--- src/rtl/captura_entrada_io.sv ---
// Input-capture stage for the CPU IN path: debounced push-button digit entry,
// stall request while a read is pending, ready pulse on delivery.
// Optional BCD display echo is built when CAPTURA_ECO_EN is defined.
module captura_entrada_io #(
  parameter int DIGITOS_MAX     = 3,
  parameter int DEBOUNCE_CICLOS = 4
) (
  input  logic        clock,
  input  logic        reset,
  input  logic        botaoPlaca,
  input  logic [3:0]  entradaDeDados,
  input  logic        pedidoLeitura,
  output logic        aguardando,
  output logic        dadoPronto,
  output logic [31:0] dadosLidos,
  output logic        erroDigito,
  output logic [3:0]  unidade,
  output logic [3:0]  dezena,
  output logic [3:0]  centena
);

  localparam int CW = (DEBOUNCE_CICLOS > 1) ? $clog2(DEBOUNCE_CICLOS) : 1;
  localparam logic [CW-1:0] DEB_LIM = CW'(DEBOUNCE_CICLOS - 1);
  localparam logic [3:0]    NUM_MAX = 4'(DIGITOS_MAX);

  typedef enum logic [1:0] {
    OCIOSO  = 2'd0,
    ESPERA  = 2'd1,
    ENTREGA = 2'd2
  } estado_t;

  logic [1:0]    sync_q;
  logic [CW-1:0] cont_q, cont_d;
  logic          nivel_q, nivel_d;
  logic          nivel_ant_q;
  logic          evento;

  estado_t       estado_q, estado_d;
  logic          armado_q, armado_d;
  logic [31:0]   acc_q, acc_d;
  logic [3:0]    num_q, num_d;
  logic [31:0]   dados_q, dados_d;
  logic          erro_q, erro_d;

  logic          inicia_leitura;
  logic          aborta;
  logic          press;
  logic          eh_digito;
  logic          eh_invalido;
  logic          aceita_digito;
  logic          limpa_acc;
  logic          confirma;

  // Button synchronizer, debounce and press-edge detection
  always_ff @(posedge clock or posedge reset) begin
    if (reset) begin
      sync_q      <= 2'b00;
      cont_q      <= '0;
      nivel_q     <= 1'b0;
      nivel_ant_q <= 1'b0;
    end else begin
      sync_q      <= {sync_q[0], botaoPlaca};
      cont_q      <= cont_d;
      nivel_q     <= nivel_d;
      nivel_ant_q <= nivel_q;
    end
  end

  // A differing sample advances the count; any agreeing sample restarts it.
  always_comb begin
    cont_d  = '0;
    nivel_d = nivel_q;
    if (sync_q[1] != nivel_q) begin
      if (cont_q == DEB_LIM) begin
        nivel_d = sync_q[1];
      end else begin
        cont_d = cont_q + 1'b1;
      end
    end
  end

  assign evento = nivel_q & ~nivel_ant_q;

  // Press decode; an abort in the same cycle as a press discards the press
  always_comb begin
    inicia_leitura = (estado_q == OCIOSO) && pedidoLeitura && armado_q;
    aborta         = (estado_q == ESPERA) && !pedidoLeitura;
    press          = (estado_q == ESPERA) && pedidoLeitura && evento;
    eh_digito      = (entradaDeDados <= 4'd9);
    eh_invalido    = (entradaDeDados >= 4'hA) && (entradaDeDados <= 4'hD);
    aceita_digito  = press && eh_digito && (num_q < NUM_MAX);
    limpa_acc      = press && (entradaDeDados == 4'hE);
    confirma       = press && (entradaDeDados == 4'hF);
    erro_d         = press && ((eh_digito && (num_q >= NUM_MAX)) || eh_invalido);
  end

  always_comb begin
    estado_d = estado_q;
    armado_d = armado_q;
    unique case (estado_q)
      OCIOSO: begin
        if (!pedidoLeitura) begin
          armado_d = 1'b1;
        end else if (inicia_leitura) begin
          estado_d = ESPERA;
        end
      end
      ESPERA: begin
        if (aborta) begin
          estado_d = OCIOSO;
          armado_d = 1'b1;
        end else if (confirma) begin
          estado_d = ENTREGA;
        end
      end
      ENTREGA: begin
        // Re-arm only after pedidoLeitura is seen low back in OCIOSO.
        armado_d = 1'b0;
        estado_d = OCIOSO;
      end
      default: begin
        estado_d = OCIOSO;
      end
    endcase
  end

  always_comb begin
    acc_d   = acc_q;
    num_d   = num_q;
    dados_d = dados_q;
    if (inicia_leitura || limpa_acc) begin
      acc_d = 32'd0;
      num_d = 4'd0;
    end else if (aceita_digito) begin
      acc_d = (acc_q << 3) + (acc_q << 1) + {28'd0, entradaDeDados};
      num_d = num_q + 4'd1;
    end
    if (confirma) begin
      dados_d = acc_q;
    end
  end

  always_ff @(posedge clock or posedge reset) begin
    if (reset) begin
      estado_q <= OCIOSO;
      armado_q <= 1'b1;
      acc_q    <= 32'd0;
      num_q    <= 4'd0;
      dados_q  <= 32'd0;
      erro_q   <= 1'b0;
    end else begin
      estado_q <= estado_d;
      armado_q <= armado_d;
      acc_q    <= acc_d;
      num_q    <= num_d;
      dados_q  <= dados_d;
      erro_q   <= erro_d;
    end
  end

  assign aguardando = (estado_q == ESPERA);
  assign dadoPronto = (estado_q == ENTREGA);
  assign dadosLidos = dados_q;
  assign erroDigito = erro_q;

`ifdef CAPTURA_ECO_EN
  // Echo register: shifts in each accepted digit, holds after delivery.
  logic [11:0] bcd_q, bcd_d;

  always_comb begin
    bcd_d = bcd_q;
    if (inicia_leitura || limpa_acc) begin
      bcd_d = 12'd0;
    end else if (aceita_digito) begin
      bcd_d = {bcd_q[7:0], entradaDeDados};
    end
  end

  always_ff @(posedge clock or posedge reset) begin
    if (reset) begin
      bcd_q <= 12'd0;
    end else begin
      bcd_q <= bcd_d;
    end
  end

  assign unidade = bcd_q[3:0];
  assign dezena  = bcd_q[7:4];
  assign centena = bcd_q[11:8];
`else
  assign unidade = 4'd0;
  assign dezena  = 4'd0;
  assign centena = 4'd0;
`endif

endmodule
--- config.mk ---
export PLATFORM = sky130hd
export DESIGN_NAME = captura_entrada_io
export DESIGN_NICKNAME = d
export VERILOG_FILES = /design/src/rtl/captura_entrada_io.sv
export SDC_FILE = /design/constraint.sdc
export NUM_CORES = 1
export LEC_CHECK = 0
export CORE_UTILIZATION = 45
export CTS_BUF_LIST = sky130_fd_sc_hd__clkbuf_2
export DETAILED_ROUTE_END_ITERATION = 6
export DONT_BUFFER_PORTS = 1
export GPL_TIMING_DRIVEN = 1
export PLACE_DENSITY_LB_ADDON = 0.2
export SYNTH_ARGS = -nofsm -noshare
export SYNTH_HDL_FRONTEND = slang
export SYNTH_SLANG_ARGS = --single-unit
--- constraint.sdc ---
create_clock -name clock -period 3 [get_ports clock]
set_input_delay 0.45 -clock clock [delete_from_list [all_inputs] [get_ports clock]]
set_output_delay 0.45 -clock clock [all_outputs]
set_load 0.05 [all_outputs]
==> qor.yml <==
status: "finished, final reports clean"
die_x_um: 106.8
crit_type: "flop to flop"
clk_latency_ns: 0.56
synth_edf_count: 0
hpwl_um: 7559
crit_path_end_kind: "flop"
ant_nets: 0
final_common_cell: "dfrtp_1"
synth_cells: 485
setup_ws_ns: 0.1700
antenna_cells: 0
finalClockSkew_ns: 0.05178
routed.top_layer: "met4"
ys_seq_elements: 78
async_reset_ff_frac: 1.000
die_area_um2: 11400
post-route-drc-count: 0
nets: 570
hp-class: "input pin to flop"
antenna_found_initial: 0
synth.cell_area_um2: 4941
startpoint_type: "flop"
fin_crit_sh: 0.9433
portBuffers: 0
finalSetupViolations: 0
crit_chain: "inv_1 > fa_1 > inv_1 > fa_1 > a21oi_2 > o211ai_1 > a21oi_2 > o211ai_2 > a211oi_2 > buf_4 > xor2_1 > o21ai_0"
synth_ff_type: "dfrtp_1"
cts_sinks: 78
critPathMaxFanout: 3
drtPass1Iterations: 4
power_leakage_nw: 2.723
worstPathArrival_ns: 3.26
finalWirelength_um: 10190
core_um2: 10460
cts_buffers: 9
area_delta_synth_final_pct: 8.078
detail_route.wl_per_cell_um: 15.92
dr_total_vias: 3542
grt_overflow: 0
clock.fmax_ghz: 0.3534
placedCellCount: 617
grt_pass1_wl_um: 17460
final_layout_size_suffix_gt1_frac: 0.1706
routabilityCongestion: 0.8922
min_period_ns: 2.830
syn_avg_cell_area_um2: 10.19
clockBufferDepth: 2
worst_path_max_delay_cell: "fa_1"
cpPeakStageDelay_ns: 0.50
drv_cap: 0
ys_seq_area_frac: 0.3953
grt_pass1_vias: 3654
ys_warn_count: 0
cp.required_ns: 3.43
worst_slew_pin_slew_ns: 0.9919
grt_max_degree: 51
initial_core_util: 0.4723
dr.first_iter.drc_count: 155
layout_common_cells: "dfrtp_1, ha_1, nand2_1, o21ai_0, mux2_2"
cts_tree: "yes"
clkTransAtPathRegs_ns: 0.21
pre_cts_ws_ns: -0.02183
routed-wl-met2_um: 4748
drv_slew: 0
grt_use_total: 0.1958
ir_drop_mv: 0.2069
stdcell_count: 640
ys_types: 57
rows: 37
slew_headroom: 0.3374
dieHeight_um: 106.8
hold_violations: 0
p_per_area_nw_per_um2: 416.0
wl_met1_um: 4991
route.met3.wl_um: 282
routed_via_density: 5.534
root_buffer: "clkbuf_2"
io_pins: 55
htree_levels: 3
==> worst max-delay path: cells and delay by family, from the launching register on <==
kind / cells / cell delay (ns)
xor+xnor: 1 / 0.14
fa+ha+maj: 2 / 0.96
compound gates: 6 / 0.90
flops: 1 / 0.40
buf+inv: 3 / 0.32
==> per-stage QoR <==
| stage | hold WS [ns] | utilization | power [mW] | cell area, um^2 | setup TNS [ns] |
|---|---|---|---|---|---|
| after floorplan | 0.3312 | - | 1.441 | 4982 | 0 |
| after global placement | 0.3351 | 0.4867 | 1.499 | 5092 | 0 |
| after detailed placement | 0.3393 | 0.4867 | 1.505 | 5092 | -0.04155 |
| after CTS | 0.005578 | 0.5048 | 2.246 | 5281 | 0 |
| after global routing | 0.1255 | 0.5104 | 2.337 | 5340 | -0.01197 |
| final | 0.1543 | 0.5104 | 2.222 | 5340 | 0 |
==> area by class of cell <==
class                           instances  area [um^2]
Clock buffer                           10        50.05
Clock inverter                          5        98.84
Fill cell                             987         5122
Inverter                               13        50.05
Multi-Input combinational cell        377         2848
Sequential cell                        78         1953
Tap cell                              136        170.2
Timing Repair Buffer                   21        170.2
==> path summary, 6_finish.rpt <==
path | slack [ns] | end | from | cells past startpoint
max | 0.17 | acc_q[24] | acc_q[0] | 12
min | 0.15 | acc_q[1] | entradaDeDados[1] | 2
max reg2reg | 0.17 | acc_q[24] | acc_q[0] | 12
min reg2reg | 0.38 | sync_q[1] | sync_q[0] | 0
max in group asynchronous | 1.73 | acc_q[12] | reset | 3
min in group asynchronous | 0.46 | dadosLidos[26] | reset | 2
==> cells in the mapped netlist (6+ instances only) <==
| master | number | share of area |
|---|---|---|
| ha_1 | 60 | 0.15 |
| o21ai_0 | 40 | 0.041 |
| clkbuf_1 | 7 | 0.0053 |
| nor2_1 | 22 | 0.017 |
| xor2_1 | 17 | 0.030 |
| mux2_2 | 31 | 0.071 |
| buf_2 | 9 | 0.0091 |
| inv_1 | 13 | 0.0099 |
| a21oi_1 | 29 | 0.029 |
| nand3_1 | 9 | 0.0091 |
| dfrtp_1 | 77 | 0.39 |
| xnor2_1 | 12 | 0.021 |
| nor3_1 | 6 | 0.0061 |
| a21o_1 | 8 | 0.012 |
| nand2_1 | 58 | 0.044 |
| buf_4 | 12 | 0.018 |
==> power by group <==
group          internal (mW)  switching (mW)
Clock                  0.355           0.368
Sequential              1.10          0.0558
Combinational          0.122           0.218
Total                   1.58           0.642
==> per-layer routing <==
layer | global-route usage | vias to the layer above
li1 | - | 1742
met1 | 0.2560 | 1734
met2 | 0.3198 | 55
met3 | 0.03222 | 11
met4 | 0.08415 | 0
met5 | 0 | -
==> registers in the layout, indices dropped and copies added (netlist names) <==
| name | count |
|---|---|
| acc_q | 32 |
| armado_q | 1 |
| cont_q | 2 |
| dadosLidos | 32 |
| erroDigito | 1 |
| estado_q | 2 |
| nivel_ant_q | 1 |
| nivel_q | 1 |
| num_q | 4 |
| sync_q | 2 |
==> logic make-up after synthesis <==
logic type | Yosys count | synth area share
other | 1 | 0.0007590
adders and majority gates | 62 | 0.1600
xor gates and xnor gates | 29 | 0.05140
and+or+nand+nor | 120 | 0.1109
muxes | 32 | 0.07268
DFF | 78 | 0.3953
AOI/OAI and AO/OA | 122 | 0.1664
buffers and inverters | 41 | 0.04254
==> timing repair <==
action	in CTS	in global routing
setup endpoints to repair	0	16
endpoints found under the hold margin	50	1
setup buffers	0	3
gates resized for setup	0	8
hold buffers	4	1
Note: power is estimated with default switching activity, not from simulation.
